===== src/rtl/harness_cmd_sequencer_if.sv =====
// Command/response stream bundle for harness_cmd_sequencer.
//   cmd_data/cmd_valid/cmd_ready : byte command stream into the sequencer
//   rsp_data/rsp_valid/rsp_ready : 32-bit response word stream out of it
// master = host side, slave = sequencer side.
interface harness_cmd_sequencer_if;
  logic [7:0]  cmd_data;
  logic        cmd_valid;
  logic        cmd_ready;
  logic [31:0] rsp_data;
  logic        rsp_valid;
  logic        rsp_ready;

  modport master (
    output cmd_data, cmd_valid, rsp_ready,
    input  cmd_ready, rsp_data, rsp_valid
  );

  modport slave (
    input  cmd_data, cmd_valid, rsp_ready,
    output cmd_ready, rsp_data, rsp_valid
  );
endinterface


===== src/rtl/harness_cmd_sequencer.sv =====
// Byte-command sequencer that owns a wrapped DUT's reset, clock enable and
// input vector, and returns the DUT output vector as 32-bit response words.
// Ports:
//   clk, rst_n   : clock, asynchronous active-low reset
//   cmd_rsp      : command byte stream in / response word stream out
//   dut_in_o     : DUT input vector (updated atomically after a full LOAD)
//   dut_rst_o    : DUT reset, active-high
//   dut_ce_o     : DUT clock enable
//   dut_out_i    : DUT output vector
//   done_o       : halt command received
//   err_o        : illegal command received, err_code_o holds the byte
// Optional feature macro STEP_COUNT_EN: adds step_count_o (count of dut_ce
// cycles) and appends it as the final word of every dump.
module harness_cmd_sequencer #(
  parameter int unsigned INPUT_BYTES  = 4,
  parameter int unsigned OUTPUT_WORDS = 2,
  parameter int unsigned STEP_CYCLES  = 1
) (
  input  logic                        clk,
  input  logic                        rst_n,
  harness_cmd_sequencer_if.slave      cmd_rsp,
  output logic [INPUT_BYTES*8-1:0]    dut_in_o,
  output logic                        dut_rst_o,
  output logic                        dut_ce_o,
  input  logic [OUTPUT_WORDS*32-1:0]  dut_out_i,
  output logic                        done_o,
  output logic                        err_o,
  output logic [7:0]                  err_code_o
`ifdef STEP_COUNT_EN
  ,
  output logic [31:0]                 step_count_o
`endif
);

  localparam int unsigned IN_W = INPUT_BYTES * 8;
`ifdef STEP_COUNT_EN
  localparam int unsigned RSP_WORDS = OUTPUT_WORDS + 1;
`else
  localparam int unsigned RSP_WORDS = OUTPUT_WORDS;
`endif
  localparam int unsigned SNAP_W     = RSP_WORDS * 32;
  localparam int unsigned LOAD_CNT_W = $clog2(INPUT_BYTES + 1);
  localparam int unsigned STEP_CNT_W = $clog2(STEP_CYCLES + 1);
  localparam int unsigned DUMP_CNT_W = $clog2(RSP_WORDS + 1);

  localparam logic [7:0] CMD_DUMP    = 8'h68;
  localparam logic [7:0] CMD_HALT    = 8'h69;
  localparam logic [7:0] CMD_RST_ON  = 8'h6A;
  localparam logic [7:0] CMD_RST_OFF = 8'h6B;
  localparam logic [7:0] CMD_STEP    = 8'h6C;
  localparam logic [7:0] CMD_LOAD    = 8'h6D;

  typedef enum logic [2:0] {
    ST_IDLE,
    ST_LOAD,
    ST_STEP,
    ST_DUMP,
    ST_HALT,
    ST_ERR
  } state_t;

  state_t                 state_q, state_d;
  logic [IN_W-1:0]        shadow_q, shadow_d;
  logic [LOAD_CNT_W-1:0]  load_cnt_q, load_cnt_d;
  logic [STEP_CNT_W-1:0]  step_cnt_q, step_cnt_d;
  logic [DUMP_CNT_W-1:0]  dump_cnt_q, dump_cnt_d;
  logic [SNAP_W-1:0]      snap_q, snap_d;
  logic [IN_W-1:0]        dut_in_q, dut_in_d;
  logic                   dut_rst_q, dut_rst_d;
  logic                   dut_ce_q, dut_ce_d;
  logic                   rsp_valid_q, rsp_valid_d;
  logic [31:0]            rsp_data_q, rsp_data_d;
  logic                   done_q, done_d;
  logic                   err_q, err_d;
  logic [7:0]             err_code_q, err_code_d;
`ifdef STEP_COUNT_EN
  logic [31:0]            step_count_q, step_count_d;
`endif

  logic                   cmd_ready_c;
  logic                   cmd_fire_c;
  logic                   rsp_fire_c;
  logic [IN_W+7:0]        load_cat_c;
  logic [IN_W-1:0]        load_shift_c;
  logic [SNAP_W-1:0]      snap_src_c;
  logic [SNAP_W-1:0]      snap_shift_c;

  // Ready is a pure function of state so the host sees it without a cycle of lag.
  assign cmd_ready_c = (state_q == ST_IDLE) || (state_q == ST_LOAD);
  assign cmd_fire_c  = cmd_rsp.cmd_valid && cmd_ready_c;
  assign rsp_fire_c  = rsp_valid_q && cmd_rsp.rsp_ready;

  // New byte enters at the top; after INPUT_BYTES bytes the first one sits in the LSBs.
  assign load_cat_c   = {cmd_rsp.cmd_data, shadow_q};
  assign load_shift_c = load_cat_c[IN_W+7:8];

`ifdef STEP_COUNT_EN
  assign snap_src_c = {step_count_q, dut_out_i};
`else
  assign snap_src_c = dut_out_i;
`endif
  // Dump walks the snapshot by shifting the next word into the low 32 bits.
  assign snap_shift_c = snap_q >> 32;

  // State and datapath registers.
  always_ff @(posedge clk or negedge rst_n) begin
    if (!rst_n) begin
      state_q      <= ST_IDLE;
      shadow_q     <= '0;
      load_cnt_q   <= '0;
      step_cnt_q   <= '0;
      dump_cnt_q   <= '0;
      snap_q       <= '0;
      dut_in_q     <= '0;
      dut_rst_q    <= 1'b1;
      dut_ce_q     <= 1'b0;
      rsp_valid_q  <= 1'b0;
      rsp_data_q   <= '0;
      done_q       <= 1'b0;
      err_q        <= 1'b0;
      err_code_q   <= '0;
`ifdef STEP_COUNT_EN
      step_count_q <= '0;
`endif
    end else begin
      state_q      <= state_d;
      shadow_q     <= shadow_d;
      load_cnt_q   <= load_cnt_d;
      step_cnt_q   <= step_cnt_d;
      dump_cnt_q   <= dump_cnt_d;
      snap_q       <= snap_d;
      dut_in_q     <= dut_in_d;
      dut_rst_q    <= dut_rst_d;
      dut_ce_q     <= dut_ce_d;
      rsp_valid_q  <= rsp_valid_d;
      rsp_data_q   <= rsp_data_d;
      done_q       <= done_d;
      err_q        <= err_d;
      err_code_q   <= err_code_d;
`ifdef STEP_COUNT_EN
      step_count_q <= step_count_d;
`endif
    end
  end

  // Next-state and registered-output decode.
  always_comb begin
    state_d     = state_q;
    shadow_d    = shadow_q;
    load_cnt_d  = load_cnt_q;
    step_cnt_d  = step_cnt_q;
    dump_cnt_d  = dump_cnt_q;
    snap_d      = snap_q;
    dut_in_d    = dut_in_q;
    dut_rst_d   = dut_rst_q;
    dut_ce_d    = 1'b0;
    rsp_valid_d = rsp_valid_q;
    rsp_data_d  = rsp_data_q;
    done_d      = done_q;
    err_d       = err_q;
    err_code_d  = err_code_q;
`ifdef STEP_COUNT_EN
    step_count_d = dut_ce_q ? step_count_q + 32'd1 : step_count_q;
`endif

    case (state_q)
      ST_IDLE: begin
        if (cmd_fire_c) begin
          case (cmd_rsp.cmd_data)
            CMD_DUMP: begin
              state_d     = ST_DUMP;
              snap_d      = snap_src_c;
              rsp_valid_d = 1'b1;
              rsp_data_d  = snap_src_c[31:0];
              dump_cnt_d  = '0;
            end
            CMD_HALT: begin
              state_d = ST_HALT;
              done_d  = 1'b1;
            end
            CMD_RST_ON: begin
              dut_rst_d = 1'b1;
`ifdef STEP_COUNT_EN
              step_count_d = '0;
`endif
            end
            CMD_RST_OFF: begin
              dut_rst_d = 1'b0;
            end
            CMD_STEP: begin
              state_d    = ST_STEP;
              dut_ce_d   = 1'b1;
              step_cnt_d = '0;
            end
            CMD_LOAD: begin
              state_d    = ST_LOAD;
              load_cnt_d = '0;
            end
            default: begin
              state_d    = ST_ERR;
              err_d      = 1'b1;
              err_code_d = cmd_rsp.cmd_data;
            end
          endcase
        end
      end

      ST_LOAD: begin
        if (cmd_fire_c) begin
          shadow_d = load_shift_c;
          if (load_cnt_q == LOAD_CNT_W'(INPUT_BYTES - 1)) begin
            dut_in_d   = load_shift_c;
            load_cnt_d = '0;
            state_d    = ST_IDLE;
          end else begin
            load_cnt_d = load_cnt_q + LOAD_CNT_W'(1);
          end
        end
      end

      // dut_ce_q is already high for this cycle; decide whether to keep it.
      ST_STEP: begin
        if (step_cnt_q == STEP_CNT_W'(STEP_CYCLES - 1)) begin
          step_cnt_d = '0;
          state_d    = ST_IDLE;
        end else begin
          dut_ce_d   = 1'b1;
          step_cnt_d = step_cnt_q + STEP_CNT_W'(1);
        end
      end

      ST_DUMP: begin
        if (rsp_fire_c) begin
          if (dump_cnt_q == DUMP_CNT_W'(RSP_WORDS - 1)) begin
            rsp_valid_d = 1'b0;
            dump_cnt_d  = '0;
            state_d     = ST_IDLE;
          end else begin
            dump_cnt_d = dump_cnt_q + DUMP_CNT_W'(1);
            snap_d     = snap_shift_c;
            rsp_data_d = snap_shift_c[31:0];
          end
        end
      end

      ST_HALT: ;
      ST_ERR:  ;
      default: state_d = ST_IDLE;
    endcase
  end

  assign cmd_rsp.cmd_ready = cmd_ready_c;
  assign cmd_rsp.rsp_valid = rsp_valid_q;
  assign cmd_rsp.rsp_data  = rsp_data_q;
  assign dut_in_o          = dut_in_q;
  assign dut_rst_o         = dut_rst_q;
  assign dut_ce_o          = dut_ce_q;
  assign done_o            = done_q;
  assign err_o             = err_q;
  assign err_code_o        = err_code_q;
`ifdef STEP_COUNT_EN
  assign step_count_o      = step_count_q;
`endif

endmodule

===== src/flat_wrapper.sv =====
// flat-port wrapper written by rule: the top's interface ports become plain ports
module harness_cmd_sequencer_flat 
#(
  parameter int unsigned INPUT_BYTES  = 4,
  parameter int unsigned OUTPUT_WORDS = 2,
  parameter int unsigned STEP_CYCLES  = 1
)
  (clk, rst_n, dut_in_o, dut_rst_o, dut_ce_o, dut_out_i, done_o, err_o, err_code_o, cmd_rsp_cmd_data, cmd_rsp_cmd_valid, cmd_rsp_rsp_ready, cmd_rsp_cmd_ready, cmd_rsp_rsp_data, cmd_rsp_rsp_valid);
  harness_cmd_sequencer_if cmd_rsp_i ();
  input  logic clk;
  input  logic rst_n;
  output logic [INPUT_BYTES*8-1:0] dut_in_o;
  output logic dut_rst_o;
  output logic dut_ce_o;
  input  logic [OUTPUT_WORDS*32-1:0] dut_out_i;
  output logic done_o;
  output logic err_o;
  output logic [7:0] err_code_o;
  input wire logic [$bits(cmd_rsp_i.cmd_data)-1:0] cmd_rsp_cmd_data;
  input wire logic [$bits(cmd_rsp_i.cmd_valid)-1:0] cmd_rsp_cmd_valid;
  input wire logic [$bits(cmd_rsp_i.rsp_ready)-1:0] cmd_rsp_rsp_ready;
  output wire logic [$bits(cmd_rsp_i.cmd_ready)-1:0] cmd_rsp_cmd_ready;
  output wire logic [$bits(cmd_rsp_i.rsp_data)-1:0] cmd_rsp_rsp_data;
  output wire logic [$bits(cmd_rsp_i.rsp_valid)-1:0] cmd_rsp_rsp_valid;
  assign cmd_rsp_i.cmd_data = cmd_rsp_cmd_data;
  assign cmd_rsp_i.cmd_valid = cmd_rsp_cmd_valid;
  assign cmd_rsp_i.rsp_ready = cmd_rsp_rsp_ready;
  assign cmd_rsp_cmd_ready = cmd_rsp_i.cmd_ready;
  assign cmd_rsp_rsp_data = cmd_rsp_i.rsp_data;
  assign cmd_rsp_rsp_valid = cmd_rsp_i.rsp_valid;
  harness_cmd_sequencer #(.INPUT_BYTES(INPUT_BYTES), .OUTPUT_WORDS(OUTPUT_WORDS), .STEP_CYCLES(STEP_CYCLES)) u_core (.clk(clk), .rst_n(rst_n), .cmd_rsp(cmd_rsp_i), .dut_in_o(dut_in_o), .dut_rst_o(dut_rst_o), .dut_ce_o(dut_ce_o), .dut_out_i(dut_out_i), .done_o(done_o), .err_o(err_o), .err_code_o(err_code_o));
endmodule

===== config.mk =====
export PLATFORM = sky130hd
export DESIGN_NAME = harness_cmd_sequencer_flat
export DESIGN_NICKNAME = d
export VERILOG_FILES = /design/src/rtl/harness_cmd_sequencer_if.sv /design/src/rtl/harness_cmd_sequencer.sv /design/src/flat_wrapper.sv
export SDC_FILE = /design/constraint.sdc
export NUM_CORES = 1
export LEC_CHECK = 0
export CAP_MARGIN = 5
export CORE_MARGIN = 2
export CORE_UTILIZATION = 45
export DETAILED_ROUTE_END_ITERATION = 8
export GPL_TIMING_DRIVEN = 0
export PLACE_DENSITY = 0.74
export SETUP_SLACK_MARGIN = 0.15
export SYNTH_ARGS = -nofsm -noshare
export SYNTH_HDL_FRONTEND = slang
export SYNTH_SLANG_ARGS = --single-unit

===== constraint.sdc =====
create_clock -name clk -period 5.9 [get_ports clk]
set_input_delay 1.18 -clock clk [delete_from_list [all_inputs] [get_ports clk]]
set_output_delay 1.18 -clock clk [all_outputs]
set_load 0.02 [all_outputs]

==> reports/results.tsv <==
metric	value	unit
CP max FO	10	
NetSw	0.00105	W
asr flop ratio synth	100	%
Place WS	2.42	ns
Die W	123	um
Mean Syn Cell Area	12.3	sq um
final worst-path cycle share	52.2	%
Yosys top cell area share	55.2	%
most frequent cell after synthesis	dfrtp_1	
Max Fclk	325	MHz
Die H	123	um
Comb power frac	30.4	%
Yosys top cell by area	dfrtp_1	
slew margin rel.	60.7	%
switching share of power	27.1	%
VDD IR max	0.226	mV
Root Driver	clkbuf_16	
Final Max Slew Viols	0	
syn nets	593	
H-tree levels	4	
Worst-Skew Late Latency	0.42	ns
Pint	0.00284	W
port bufs	152	
Startpoint Class	flop	
flop-to-flop setup slack	3.62	ns
Routed WL per cell	16.8	um
number of synthesized flops with an enable pin	0	
Layout Skew	0.00791	ns
post-route worst setup slack	2.82	ns
Worst Path Required	4.72	ns
final WL	14.8	mm
synthesized netlist cell count	516	
Reg clk slew, reported paths	0.06	ns
Register-to-Register Path Depth	6	
vias in the first global route	4594	
Clock Power Share	31.8	%
Worst Hold Class	flop to flop	
CTS tree	yes	
layout cells sized above 1	26.1	%
via count	4351	
Final Hold Vio Count	0	
Post-DP HPWL	10.4	mm
arrival time at the worst endpoint	1.90	ns
Placement Rows	43	
Tmin final	3.08	ns
DRT antenna net count	0	
Max-Cap Viols	0	
Leak	4.51	nW
grt total ovfl	0	
kind of critical path	flop to output port	
Starting Density	45.9	%
drt drc	0	
Global Route Usage Sum	20.4	%
Crit. End Element	output port	
first-pass GRT wire length	23.4	mm
clk sinks	141	
routability cong.	0.751	
via/cell ratio	4.94	
initial antenna violation count	0	
pwr/cell area	441	mW/mm^2
top cells by count, synth	dfrtp_1 (140), nand2_1 (70), mux2_2 (69)	
sequential cell area fraction in the yosys report	55.6	%
# diodes	0	
worst r2r src	u_core.state_q[0]$_DFFE_PN0P_	
setup bufs post-CTS	0	
status	finished clean	
DRT Pass-1 Iters	4	
DR iter-0 viols	194	
crit path to	cmd_rsp_cmd_ready	
Area growth syn-to-layout	38.9	%
register share of total power	37.9	%
Die ar.	0.0151	sq mm
yosys warns	0	
hold_buf cts	0	
Worst Setup SP	u_core.state_q[1]$_DFFE_PN0P_	
worst-margin pin slew	0.581	ns
Synth cell types	42	
CTS max path bufs	2	
setup violators final	0	
Cell Area, Synth	0.00635	sq mm
Fill cells	1045	
ys flop type	dfrtp_1	
top cells by area, synth	dfrtp_1 (55%), mux2_2 (12%), mux2_4 (6.6%)	
core region area	0.0138	sq mm
unrepaired setup endpoints after global routing	no	
CTS resizes	0	
I/O Pins	154	
R2R Path End	u_core.snap_q[40]$_DFFE_PN0P_	
Fin Setup TNS	0	ns
Num CTS Buffers	17	
maximum number of pins on one net before global-route repair	83	
synthesized flop and latch total	141	
NumNets Final	765	
kinds of logic (layout without fill, tap and decap cells):
| family | Yosys count | after routing | synth area share [%] |
|---|---|---|---|
| xor+xnor | 1 | 1 | 0.138 |
| fa+ha+maj | 1 | 1 | 0.197 |
| buf+inv | 92 | 277 | 8.24 |
| compound gates | 52 | 52 | 4.79 |
| flops | 141 | 141 | 55.6 |
| mux | 129 | 129 | 23.9 |
| simple gates | 100 | 100 | 7.15 |
state kept, by name (all words and copies together) (netlist names):
signal / flops
u_core.err_code_o: 8
u_core.load_cnt_q: 3
u_core.shadow_q: 24
u_core.done_o: 1
u_core.err_o: 1
u_core.dut_rst_o: 1
u_core.cmd_rsp.rsp_valid: 1
u_core.snap_q: 64
u_core.dump_cnt_q: 2
u_core.dut_ce_o: 1
u_core.state_q: 3
u_core.dut_in_o: 32
worst max-delay path: stages, from the launching register on:
cell and delay, ns:
dfrtp_1 0.37, buf_6 0.13, nor2_1 0.31, clkdlybuf4s50_1 0.68
layout by cell type (no fill, tap or decap), drive strengths merged, types with 6 or more instances in the layout:
cell,count
dfrtp,140
bufinv,6
o21ai,37
buf,48
mux2i,32
inv,33
nand2,70
clkdlybuf4s50,151
mux2,97
clkbuf,36
final cells by class:
type / instances / area (sq um) / area share (%)
Buffer: 59 / 399 / 4.53
Clock buffer: 23 / 488 / 5.53
Clock inverter: 9 / 205 / 2.33
Inverter: 33 / 124 / 1.40
Multi-Input combinational cell: 283 / 2300 / 26.0
Sequential cell: 141 / 3530 / 40.0
Tap cell: 180 / 225 / 2.55
Timing Repair Buffer: 153 / 1550 / 17.6
power groups by stage:
stage	registers, W	clock network [W]	logic, W
6_report	0.00147	0.00124	0.00118
5_1_grt	0.00151	0.00130	0.00127
4_1_cts	0.00147	0.00126	0.00119
3_5_place_dp	0.00149	0	0.00118
3_3_place_gp	0.00147	0	0.00116
2_1_floorplan	0.00147	0	0.000710
through the flow:
stage	area, sq um	util [%]	hold slack [ns]	total power (W)	std cells
after global placement	8100	58.6	0.448	0.00262	848
final	8820	63.8	0.465	0.00389	881
after global routing	8820	63.8	0.481	0.00408	881
after CTS	8820	63.8	0.463	0.00393	881
after detailed placement	8130	58.8	0.450	0.00267	849
after floorplan	6350	-	0.477	0.00218	516
routing by layer:
layer | part of all wire [%] | global-route usage, % | up-vias
met3 | 8.6 | 7.20 | 17
met4 | 1.1 | 5.96 | 0
met1 | 42 | 25.0 | 2137
li1 | - | - | 2046
met2 | 48 | 33.8 | 151
met5 | 0 | 0 | -
worst min-delay path by stage:
stage	start	end	slack [ns]	cells after the start
5_1_grt	u_core.done_o$_DFFE_PN0P_	u_core.done_o$_DFFE_PN0P_	0.48	1
2_1_floorplan	u_core.shadow_q[8]$_DFFE_PN0P_	u_core.shadow_q[8]$_DFFE_PN0P_	0.48	1
3_3_place_gp	u_core.done_o$_DFFE_PN0P_	u_core.done_o$_DFFE_PN0P_	0.45	1
4_1_cts	u_core.done_o$_DFFE_PN0P_	u_core.done_o$_DFFE_PN0P_	0.46	1
6_report	u_core.done_o$_DFFE_PN0P_	u_core.done_o$_DFFE_PN0P_	0.47	1
3_5_place_dp	u_core.done_o$_DFFE_PN0P_	u_core.done_o$_DFFE_PN0P_	0.45	1
No activity file was read; power rests on OpenSTA's default activity.
